File: src/rtl/mmio_sync_pkg.sv
// Shared types for the MMIO sync generator: round FSM states and the captured
// write entry.
package mmio_sync_pkg;

  localparam int ENTRY_ADDR_W = 32;
  localparam int ENTRY_DATA_W = 64;

  typedef enum logic [2:0] {
    ST_IDLE = 3'd0,
    ST_SYNC = 3'd1,
    ST_SEND = 3'd2,
    ST_WAIT = 3'd3,
    ST_RUN  = 3'd4,
    ST_HOLD = 3'd5
  } sync_state_e;

  typedef struct packed {
    logic [ENTRY_ADDR_W-1:0] addr;
    logic [ENTRY_DATA_W-1:0] data;
  } mmio_entry_t;

endpackage

File: src/rtl/mmio_cap_fifo.sv
// Synchronous capture FIFO: wrapping pointers plus a separate occupancy count,
// head entry read combinationally from storage.
module mmio_cap_fifo #(
  parameter int WIDTH = 96,
  parameter int DEPTH = 4
) (
  input  logic                     clk,
  input  logic                     reset,
  input  logic                     push,
  input  logic                     pop,
  input  logic [WIDTH-1:0]         wdata,
  output logic                     full,
  output logic [$clog2(DEPTH):0]   count,
  output logic [WIDTH-1:0]         head
);

  localparam int PTR_W = $clog2(DEPTH);
  localparam int CNT_W = PTR_W + 1;

  logic [WIDTH-1:0] mem_q [DEPTH];
  logic [PTR_W-1:0] wr_ptr_q, wr_ptr_d;
  logic [PTR_W-1:0] rd_ptr_q, rd_ptr_d;
  logic [CNT_W-1:0] count_q, count_d;
  logic             push_ok, pop_ok;

  assign full    = (count_q == CNT_W'(DEPTH));
  assign push_ok = push && !full;
  assign pop_ok  = pop && (count_q != '0);

  always_comb begin
    wr_ptr_d = wr_ptr_q + PTR_W'(push_ok);
    rd_ptr_d = rd_ptr_q + PTR_W'(pop_ok);
    count_d  = count_q + CNT_W'(push_ok) - CNT_W'(pop_ok);
  end

  always_ff @(posedge clk) begin
    if (reset) begin
      wr_ptr_q <= '0;
      rd_ptr_q <= '0;
      count_q  <= '0;
    end else begin
      wr_ptr_q <= wr_ptr_d;
      rd_ptr_q <= rd_ptr_d;
      count_q  <= count_d;
    end
  end

  // Storage is datapath only; stale contents are harmless once pointers clear.
  always_ff @(posedge clk) begin
    if (push_ok) mem_q[wr_ptr_q] <= wdata;
  end

  assign count = count_q;
  assign head  = mem_q[rd_ptr_q];

endmodule

File: src/rtl/mmio_sync_gen.sv
// Captures core MMIO writes and runs one sync / host-handshake / release round
// per captured entry, in order.
module mmio_sync_gen
  import mmio_sync_pkg::*;
#(
  parameter int ADDR_W  = ENTRY_ADDR_W,
  parameter int DATA_W  = ENTRY_DATA_W,
  parameter int DEPTH   = 4,
  parameter int RUN_GAP = 4
) (
  input  logic                    clk,
  input  logic                    reset,
  input  logic                    isMMIO,
  input  logic                    wenable,
  input  logic [ADDR_W-1:0]       mmio_addr,
  input  logic [DATA_W-1:0]       mmio_wdata,
  output logic                    host_valid,
  output logic [ADDR_W-1:0]       host_addr,
  output logic [DATA_W-1:0]       host_data,
  input  logic                    host_ready,
  input  logic                    host_done,
  output logic                    sync_valid,
  output logic                    turn2run,
  output logic                    irq2_full,
  output logic [$clog2(DEPTH):0]  fifo_count,
  output logic                    drop_sticky
);

  localparam int HOLD_W = $clog2(RUN_GAP);

  sync_state_e       state_q;
  logic              sync_valid_q, host_valid_q, turn2run_q;
  logic [HOLD_W-1:0] hold_cnt_q;
  logic              drop_sticky_q, drop_sticky_d;
  logic              capture, push, pop, full;
  logic [$clog2(DEPTH):0] count;
  mmio_entry_t       wr_entry, head;

  // Push is gated by the registered full flag, so a same-cycle pop at full
  // does not make room for the incoming write.
  assign capture = isMMIO && wenable;
  assign push    = capture && !full;
  assign pop     = host_valid_q && host_ready;

  always_comb begin
    wr_entry.addr = mmio_addr;
    wr_entry.data = mmio_wdata;
  end

  mmio_cap_fifo #(
    .WIDTH ($bits(mmio_entry_t)),
    .DEPTH (DEPTH)
  ) u_fifo (
    .clk   (clk),
    .reset (reset),
    .push  (push),
    .pop   (pop),
    .wdata (wr_entry),
    .full  (full),
    .count (count),
    .head  (head)
  );

  always_ff @(posedge clk) begin
    if (reset) begin
      state_q      <= ST_IDLE;
      sync_valid_q <= 1'b0;
      host_valid_q <= 1'b0;
      turn2run_q   <= 1'b0;
      hold_cnt_q   <= '0;
    end else begin
      sync_valid_q <= 1'b0;
      turn2run_q   <= 1'b0;
      case (state_q)
        ST_IDLE: if (count != '0) begin
          state_q      <= ST_SYNC;
          sync_valid_q <= 1'b1;
        end
        ST_SYNC: begin
          state_q      <= ST_SEND;
          host_valid_q <= 1'b1;
        end
        ST_SEND: if (host_ready) begin
          state_q      <= ST_WAIT;
          host_valid_q <= 1'b0;
        end
        ST_WAIT: if (host_done) begin
          state_q    <= ST_RUN;
          turn2run_q <= 1'b1;
        end
        ST_RUN: begin
          state_q    <= ST_HOLD;
          hold_cnt_q <= '0;
        end
        ST_HOLD: begin
          if (hold_cnt_q == HOLD_W'(RUN_GAP - 1)) state_q <= ST_IDLE;
          else hold_cnt_q <= hold_cnt_q + HOLD_W'(1);
        end
        default: begin
          state_q      <= ST_IDLE;
          host_valid_q <= 1'b0;
        end
      endcase
    end
  end

  always_comb begin
    drop_sticky_d = drop_sticky_q | (capture & full);
  end

  always_ff @(posedge clk) begin
    if (reset) drop_sticky_q <= 1'b0;
    else       drop_sticky_q <= drop_sticky_d;
  end

  assign host_valid  = host_valid_q;
  assign host_addr   = head.addr;
  assign host_data   = head.data;
  assign sync_valid  = sync_valid_q;
  assign turn2run    = turn2run_q;
  assign irq2_full   = full;
  assign fifo_count  = count;
  assign drop_sticky = drop_sticky_q;

endmodule

File: config.mk
export PLATFORM = sky130hd
export DESIGN_NAME = mmio_sync_gen
export DESIGN_NICKNAME = d
export VERILOG_FILES = /design/src/rtl/mmio_sync_pkg.sv /design/src/rtl/mmio_cap_fifo.sv /design/src/rtl/mmio_sync_gen.sv
export SDC_FILE = /design/constraint.sdc
export NUM_CORES = 1
export LEC_CHECK = 0
export BUFFER_PORTS_ARGS = -buffer_cell sky130_fd_sc_hd__buf_4
export CELL_PAD_IN_SITES_DETAIL_PLACEMENT = 0
export CELL_PAD_IN_SITES_GLOBAL_PLACEMENT = 1
export CORE_ASPECT_RATIO = 1.1
export CORE_MARGIN = 3
export CORE_UTILIZATION = 45
export DETAILED_ROUTE_END_ITERATION = 8
export PLACE_DENSITY = 0.73
export SLEW_MARGIN = 20
export SYNTH_ARGS = -nofsm -noshare
export SYNTH_HDL_FRONTEND = slang
export SYNTH_HIERARCHICAL = 1
export SYNTH_SLANG_ARGS = --single-unit
File: constraint.sdc
create_clock -name clk -period 8.39 [get_ports clk]
set_input_delay 0.839 -clock clk [delete_from_list [all_inputs] [get_ports clk]]
set_output_delay 0.839 -clock clk [all_outputs]
set_load 0.01 [all_outputs]
; Yosys cells after proc, flatten, opt, wreduce, memory -nomap -nowiden
; Memory sizes are Yosys's and may differ from the RTL's. A register that Yosys moved wholly into a read port is not among the register bits.
; Index checks and enable logic that the tools add are counted.
[totals]
ff_bits = 16
mem_bits_rw = 384
in_bits = 102
out_inout_bits = 104
wordCells = 61
n_memories = 1
[memory_table]
columns = memory, words, width, rd, rd_clocked_by_memory_dff, wr, line_no
row1 = u_fifo.mem_q, 4, 96, 1, 1, 1, mmio_cap_fifo.sv:20  ; logic [WIDTH-1:0] mem_q [DEPTH];
[op_classes]
add_sub_neg = 5
eq_ne = 12
muxes = 14
n_bitwise = 5
reduce_logical = 15
[ops]
columns = operator, n
row1 = $pmux W3 S6, 1
row2 = $mux W3, 4
row3 = $ne A2 B2 Y1 const B, 5
row4 = $eq A3 B3 Y1 const B, 3
row5 = $eq A3 B2 Y1 const B, 2
row6 = $logic_and A1 B1 Y1, 5
row7 = $mux W1, 5
row8 = $add A2 B1 Y2, 2
row9 = $mux W2, 2
row10 = $pmux W2 S2, 1
row11 = $reduce_and A2 Y1, 2
row12 = $reduce_and A4 Y1, 1
row13 = $reduce_or A2 Y1, 2
row14 = $reduce_or A4 Y1, 1
row15 = $add A3 B1 Y3, 1
row16 = $eq A3 B1 Y1 const B, 1
row17 = $logic_not A3 Y1, 1
row18 = $not A1 Y1, 3
row19 = $pmux W1 S3, 1
row20 = $reduce_bool A3 Y1, 1
row21 = $sub A3 B1 Y3, 1
row22 = $add A2 B1 Y2 const B, 1
row23 = $eq A2 B2 Y1 const B, 1
row24 = $reduce_bool A2 Y1, 1
row25 = 3 further kinds, 3

; Longest topological paths before layout
; Gate-level depths: netlist of run 1.
[depth]
depth_word = 6
mapped_depth = 10
ltp_nobuf = 10

; Modules after synthesis
; Netlist of run 1, hierarchy kept.
[modules_own_cells]
columns = module, instances, cells_per_inst, area_per_inst_um2, seq_area_each_um2
row1 = mmio_cap_fifo, 1, 536, 14178.6, 11671.2
row2 = mmio_sync_gen, 1, 54, 500.5, 180.2

; Worst setup path after synthesis of run 1
; No wires, ideal clock.
[synth_timing]
path_kind = input -> register
startpoint = in isMMIO
endpoint = mem u_fifo.mem_q[1][0] (enable)
setup_time_ns = 0.688
t_arrival_ns = 8.089
t_required_ns = 7.702
setup_slack_ns = -0.388
cell_stages = 4
path_buffers = 0
cell_sequence = nand2_1 nor2_1 nand2b_1 nor3b_1
[synth_via]
elab_chain_len = 5
[synth_lines]
columns = item, line_no
row1 = "start, declared", mmio_sync_gen.sv:13  ; input logic isMMIO,
row2 = $logic_and A1 B1 Y1, mmio_sync_gen.sv:41  ; assign capture = isMMIO && wenable;
row3 = $logic_and A1 B1 Y1, mmio_sync_gen.sv:42  ; assign push = capture && !full;
row4 = net push, mmio_sync_gen.sv:35  ; logic capture, push, pop, full;
row5 = $logic_and A1 B1 Y1, mmio_cap_fifo.sv:27  ; assign push_ok = push && !full;
row6 = $mux W1, mmio_cap_fifo.sv:50  ; if (push_ok) mem_q[wr_ptr_q] <= wdata;
row7 = $mux W1 (implied by the code), mmio_cap_fifo.sv:50
row8 = "end, declared", mmio_cap_fifo.sv:20
; The timed path passes the listed nets, and every way through them passes these cells.

==> results.yml, run 1 <==
detailed_routing:
  wl_per_cell_um: 22.0
  top_layer_used: "met5"
  wl_met3_um: 1800
  drt_wl_total_um: 28000
  first_pass_iters: 5
  remaining_drc_errors: 0
  ant_nets: 0
  vias: 6736
  drtIter0Drc: 428
  wl_met1_um: 10800
  wl_met2_um: 14700
  vias_per_cell: 5.30
grt:
  grt_overflow: 0
  grt_pass1_wl_um: 42400
  antenna_found_initial: 3
  grtUsageTotal_pct: 16.0
  grt_max_degree: 67
  grt_pass1_vias: 7384
worst_setup_path:
  critical_path_class: "reg2out"
  cp_data_arrival_time_ps: 2870
  crit_path_end_kind: "output port"
  rr_endpoint: "u_fifo/mem_q[3][40]"
  worstRegToRegCells: 6
  cp_max_fo: 44
  required_ps: 7550
  r2r_start: "u_fifo/count[1]"
  r2r_slack_ps: 5360
  critPathLaunchType: "flop"
timing:
  fin_crit_sh_pct: 44.2
  hold_ws_ps: 511
  tightest_slew_ps: 1050
  finClkSkew_ps: 19.9
  max-slew-margin-rel_pct: 30.2
  fin_crit_ps: 3710
  finalSetupViolCount: 0
  drv_slew: 0
  timing.fmax_ghz: 0.270
  hold_viol: 0
  fin_ws_ps: 4680
  rsz0062_at_grt: "no"
synth:
  postSynthCellCount: 590
  synth_top_cell_by_area: "edfxtp_1"
  synth_edf_count: 384
  syn_nets: 696
  synth_seq_cells: 400
  synth_cell_types: 41
  yosysMostFrequentCell: "edfxtp_1"
  synth_area_leaders: "edfxtp_1, mux4_2, dfxtp_1, buf_2, buf_6"
  synthFlopType: "edfxtp_1"
  yosysSeqAreaShare_pct: 80.7
  synth_commonest_cells: "edfxtp_1, mux4_2, dfxtp_1"
  synthArstFlopShare_pct: 0
  synthesis.area_um2: 14700
  syn_avg_cell_area_um2: 24.9
  ys_warn_count: 6
  synth_top_cell_area_share_pct: 78.6
clocking:
  cts_resized: 0
  clockBufferDepth: 3
  htree_levels: 2
  clk_latency_ps: 530
  hold_buffers: 0
  cts_buffers: 39
  cts_root_buf: "clkbuf_16"
  cts.sinks: 400
  cts.clk_slew.worst_paths_ps: 60
  cts_tree: "yes"
  post-cts-setup-buffers: 0
hold_path:
  min-delay-start: "mmio_wdata[56]"
  hp-class: "in2reg"
  worstHoldEndpoint: "u_fifo/mem_q[2][56]"
  hold_depth: 1
power_and_ir_drop:
  internal-power_uw: 3750
  pwr-share-comb_pct: 13.8
  p_per_area_nw_per_um2: 269
  seq_power_share_pct: 49.8
  swShare_pct: 22.3
  max-vdd-ir-drop_uv: 170
  switching_power_uw: 1070
  power_uw: 4830
  p_clk_share_pct: 36.4
  p_leak_uw: 0.00595
flow_run:
  drv_cap: 0
placed_design:
  hpwlAfterDp_um: 16800
  port_buffers: 205
  place_ws_ps: 4980
  gp_congestion: 0.731
  placed_cell_area_um2: 16700
die:
  pin_count: 206
  row_count: 68
  initial_core_util_pct: 46.3
  fp.dieH_um: 195
  core_um2: 31700
  dieArea_um2: 34800
  die_x_um: 178
cells_and_area:
  area_delta_synth_final_pct: 22.4
  drive_above_1_share_pct: 44.8
  nets: 926
  fillers: 2328
  finalInstanceArea_um2: 18000
run_status:
  status: "completed"
==> cells by family (layout without fill, tap and decap cells) <==
group,after synthesis,after routing,synth area share [%]
muxes,98,98,14.9
DFF,400,400,80.7
buffers and inverters,30,289,1.34
xor gates and xnor gates,7,7,0.418
adders and majority gates,4,4,0.392
other,0,2,0
AOI/OAI and AO/OA,16,16,0.801
and+or+nand+nor,35,35,1.44
==> worst max-delay path by stage <==
| stage | from | endpoint | slack [ps] | cells after the start |
|---|---|---|---|---|
| 2_1_floorplan | isMMIO | u_fifo/mem_q[1][0] | -390 | 4 |
| 3_3_place_gp | isMMIO | u_fifo/mem_q[3][38] | 5080 | 7 |
| 3_5_place_dp | wenable | u_fifo/mem_q[3][40] | 4980 | 7 |
| 4_1_cts | u_fifo/rd_ptr_q[0] | host_data[37] | 4560 | 3 |
| 5_1_grt | u_fifo/rd_ptr_q[0] | host_data[37] | 4440 | 3 |
| 6_report | u_fifo/rd_ptr_q[0] | host_data[37] | 4680 | 3 |
==> power by group through the flow <==
stage | Sequential (uW) | Combinational (uW) | Clock, uW
final | 2400 | 667 | 1760
after global routing | 2420 | 723 | 1880
after CTS | 2410 | 685 | 1800
after detailed placement | 2450 | 682 | 0
after global placement | 2440 | 670 | 0
after floorplan | 2430 | 405 | 0
==> layer usage <==
metal	global-route usage [%]	up-vias
met2	27.7	214
met3	3.52	52
met1	20.2	3500
met5	0	-
met4	4.82	2
li1	-	2968
==> critical path: stages, from the launching register on <==
cell and delay (ps):
dfxtp_4 720, buf_4 800, mux4_2 620, buf_4 160
==> state kept, by name (all words and copies together), names as in the netlist <==
register         flops
u_fifo/wr_ptr_q      2
turn2run             1
u_fifo/mem_q       384
state_q              3
hold_cnt_q           2
u_fifo/count         3
u_fifo/rd_ptr_q      2
sync_valid           1
host_valid           1
drop_sticky          1
==> layout make-up <==
cell class	count	area [um^2]	share of cell area, %
flip-flops and latches	400	11900	66.0
multi-input cells	160	2650	14.8
repair buffers	215	1610	8.98
clock buffers	49	1030	5.76
well taps	420	526	2.92
clock inverters	21	269	1.50
inverters	4	15.0	0.0835
diodes	2	5.00	0.0278
==> layout by cell type (no fill, tap or decap), drive strengths merged, types with 2 or more instances in the layout <==
master and instances:
nor2b 3, nand2 5, inv 5, edfxtp 384
mux4 96, nor3b 6, o21ai 2, ha 3
a31oi 2, nor3 4, bufinv 6, clkinv 13
nand2b 4, a21oi 5, nor2 8, buf 215
a22oi 2, xor2 2, dfxtp 16, xnor2 5
diode 2, clkbuf 49
==> metrics by stage <==
stage	utilization [%]	cells	TNS, ps
final	56.6	1271	0
after CTS	56.6	1269	0
after detailed placement	52.5	1199	0
after floorplan	-	590	-72630
after global placement	52.5	1199	0
after global routing	56.6	1271	0
No activity file was read; power rests on OpenSTA's default activity.
==> run 2: changes to the inputs <==
--- a/config.mk
+++ b/config.mk
@@ -5,14 +5,15 @@
 export SDC_FILE = /design/constraint.sdc
 export NUM_CORES = 1
 export LEC_CHECK = 0
+export ABC_AREA = 1
 export BUFFER_PORTS_ARGS = -buffer_cell sky130_fd_sc_hd__buf_4
 export CELL_PAD_IN_SITES_DETAIL_PLACEMENT = 0
 export CELL_PAD_IN_SITES_GLOBAL_PLACEMENT = 1
 export CORE_ASPECT_RATIO = 1.1
 export CORE_MARGIN = 3
-export CORE_UTILIZATION = 45
+export CORE_UTILIZATION = 47
 export DETAILED_ROUTE_END_ITERATION = 8
-export PLACE_DENSITY = 0.73
+export PLACE_DENSITY = 0.77
 export SLEW_MARGIN = 20
 export SYNTH_ARGS = -nofsm -noshare
 export SYNTH_HDL_FRONTEND = slang
==> constraint.sdc (replaced) <==
create_clock -name clk -period 3.6 [get_ports clk]
set_input_delay 0.36 -clock clk [delete_from_list [all_inputs] [get_ports clk]]
set_output_delay 0.36 -clock clk [all_outputs]
set_load 0.01 [all_outputs]
==> run 2 against run 1 <==
Against the previous run: setup slack got worse by 4000 ps; total power increased by 140%; clock power increased by 140%; flip-flop and latch count unchanged; die area decreased by 1.9%; register-to-register slack got worse by 4100 ps; first-iteration DRC count increased by 39%.
==> results.yml, run 2 <==
die:
  pin_count: 206
  row_count: 68
  initial_core_util_pct: 47.7
  dieArea_um2: 34200
  fp.dieH_um: 194
  die_x_um: 176
  core_um2: 31500
worst_setup_path:
  setup.worst_path.start: "u_fifo/rd_ptr_q[1]"
  r2r_start: "u_fifo/count[1]"
  cp_data_arrival_time_ps: 2510
  critical_path_class: "reg2out"
  worstRegToRegCells: 7
  r2r_slack_ps: 1280
  crit_path_end: "host_data[3]"
  cp_max_fo: 50
  crit_path_end_kind: "output port"
  rr_endpoint: "u_fifo/mem_q[0][68]"
  critPathLaunchType: "flop"
  required_ps: 3240
hold_path:
  hp-class: "in2reg"
  hold_depth: 1
  min-delay-start: "mmio_addr[26]"
timing:
  drv_slew: 0
  fin_crit_ps: 2870
  rsz0062_at_grt: "no"
  hold_viol: 0
  tightest_slew_ps: 1110
  setup_tns_ps: 0
  finalSetupViolCount: 0
  max-slew-margin-rel_pct: 26.0
  finClkSkew_ps: 12.3
  fin_ws_ps: 731
  fin_crit_sh_pct: 79.7
  hold_ws_ps: 28.6
  timing.fmax_ghz: 0.349
synth:
  synthFlopType: "edfxtp_1"
  postSynthCellCount: 1048
  synth_commonest_cells: "edfxtp_1, nor2_1, o21ai_0"
  yosysMostFrequentCell: "edfxtp_1"
  synth_seq_cells: 400
  synth_edf_count: 384
  synth_area_leaders: "edfxtp_1, nor2_1, o22ai_1, o21ai_0, o21ai_1"
  syn_avg_cell_area_um2: 14.3
  syn_nets: 1154
  synth_top_cell_area_share_pct: 76.7
  synth_top_cell_by_area: "edfxtp_1"
  synth_cell_types: 28
  ys_warn_count: 6
  synthesis.area_um2: 15000
  synthArstFlopShare_pct: 0
  yosysSeqAreaShare_pct: 78.9
power_and_ir_drop:
  p_leak_uw: 0.00655
  p_per_area_nw_per_um2: 620
  max-vdd-ir-drop_uv: 397
  switching_power_uw: 2790
  seq_power_share_pct: 48.8
  pwr-share-comb_pct: 14.8
  p_clk_share_pct: 36.4
  swShare_pct: 24.4
  internal-power_uw: 8640
clocking:
  cts_tree: "yes"
  post-cts-setup-buffers: 0
  cts.clk_slew.worst_paths_ps: 60
  cts_buffers: 42
  clk_latency_ps: 530
  htree_levels: 2
  cts.sinks: 400
  cts_resized: 0
  hold_buffers: 9
  cts_root_buf: "clkbuf_16"
  clockBufferDepth: 3
cells_and_area:
  fillers: 2525
  layout_common_cells: "edfxtp_1, buf_4, nor2_1"
  area_delta_synth_final_pct: 22.7
  finalInstanceArea_um2: 18400
  final_common_cell: "edfxtp_1"
  nets: 1368
  drive_above_1_share_pct: 24.3
  largest_register: "u_fifo/mem_q"
  largest_reg_flops: 384
detailed_routing:
  vias: 9040
  ant_nets: 0
  wl_per_cell_um: 18.9
  first_pass_iters: 7
  drtIter0Drc: 596
  vias_per_cell: 5.28
  drt_wl_total_um: 32400
  remaining_drc_errors: 0
run_status:
  status: "completed"
placed_design:
  placed_cell_area_um2: 17000
  place_ws_ps: 1190
  gp_congestion: 0.754
  port_buffers: 205
  hpwlAfterDp_um: 17500
grt:
  grt_overflow: 0
  grt_max_degree: 195
  grtUsageTotal_pct: 18.6
  grt_pass1_wl_um: 50200
  grt_pass1_vias: 9101
  antenna_found_initial: 2
flow_run:
  drv_cap: 0
run 2: cell types whose count changed after synthesis, moves of 5 or more:
cell | previous run | this run
nand2_1 | 4 | 25
mux4_2 | 96 | 0
o22ai_1 | 0 | 96
clkbuf_1 | 6 | 19
o21ai_1 | 0 | 78
nor2_2 | 0 | 5
inv_1 | 4 | 20
o21ai_0 | 1 | 116
buf_2 | 12 | 25
buf_6 | 5 | 14
nor2_1 | 8 | 208
nand3_1 | 0 | 9
run 2: through the flow:
stage,std cells,total power (uW),util (%)
final,1713,11400,58.6
after global routing,1713,11900,58.6
after CTS,1712,11600,58.6
after detailed placement,1629,7380,54.1
after global placement,1629,7360,54.1
after floorplan,1048,6570,-
run 2: power by group through the flow:
| stage | combinational (uW) | clock [uW] | sequential [uW] |
|---|---|---|---|
| 6_report | 1690 | 4160 | 5580 |
| 5_1_grt | 1870 | 4440 | 5610 |
| 4_1_cts | 1720 | 4260 | 5580 |
| 3_5_place_dp | 1710 | 0 | 5680 |
| 3_3_place_gp | 1690 | 0 | 5670 |
| 2_1_floorplan | 892 | 0 | 5680 |
run 2: critical path: stages, from the launching register on:
cell and delay (ps):
dfxtp_4 730, buf_4 580, o21ai_0 180, o22ai_1 250, buf_4 170
run 2: logic make-up (layout without fill, tap and decap cells):
kind of cell | after synthesis | in the layout | share of synthesized area, %
AO/OA/AOI/OAI | 298 | 298 | 10.7
XOR/XNOR | 2 | 2 | 0.117
flip-flops | 400 | 400 | 78.9
other | 0 | 1 | 0
adder cells (fa/ha/maj) | 4 | 4 | 0.383
buffers and inverters | 86 | 330 | 3.11
AND/OR/NAND/NOR | 258 | 258 | 6.79
run 2: worst min-delay path by stage:
stage,endpoint,slack (ps)
2_1_floorplan,u_fifo/count[1],420
3_3_place_gp,drop_sticky,440
3_5_place_dp,drop_sticky,450
4_1_cts,u_fifo/mem_q[0][90],0.2
5_1_grt,u_fifo/mem_q[0][61],0.6
6_report,u_fifo/mem_q[0][90],30
run 2: final cells by class:
type                            instances  area, um^2  share of cell area (%)
Antenna cell                            1        2.50                  0.0136
Clock buffer                           46        1090                    5.90
Clock inverter                         28         246                    1.34
Inverter                               24        96.3                   0.522
Multi-Input combinational cell        562        2770                    15.0
Sequential cell                       400       11900                    64.3
Tap cell                              420         526                    2.85
Timing Repair Buffer                  232        1850                    10.0
run 2: routing by layer:
| metal | global-route usage (%) | wire [um] | vias up |
|---|---|---|---|
| li1 | - | - | 4354 |
| met1 | 23.8 | 13500 | 4399 |
| met2 | 31.0 | 15900 | 233 |
| met3 | 5.44 | 2300 | 52 |
| met4 | 5.33 | 709 | 2 |
| met5 | 0 | 11 | - |
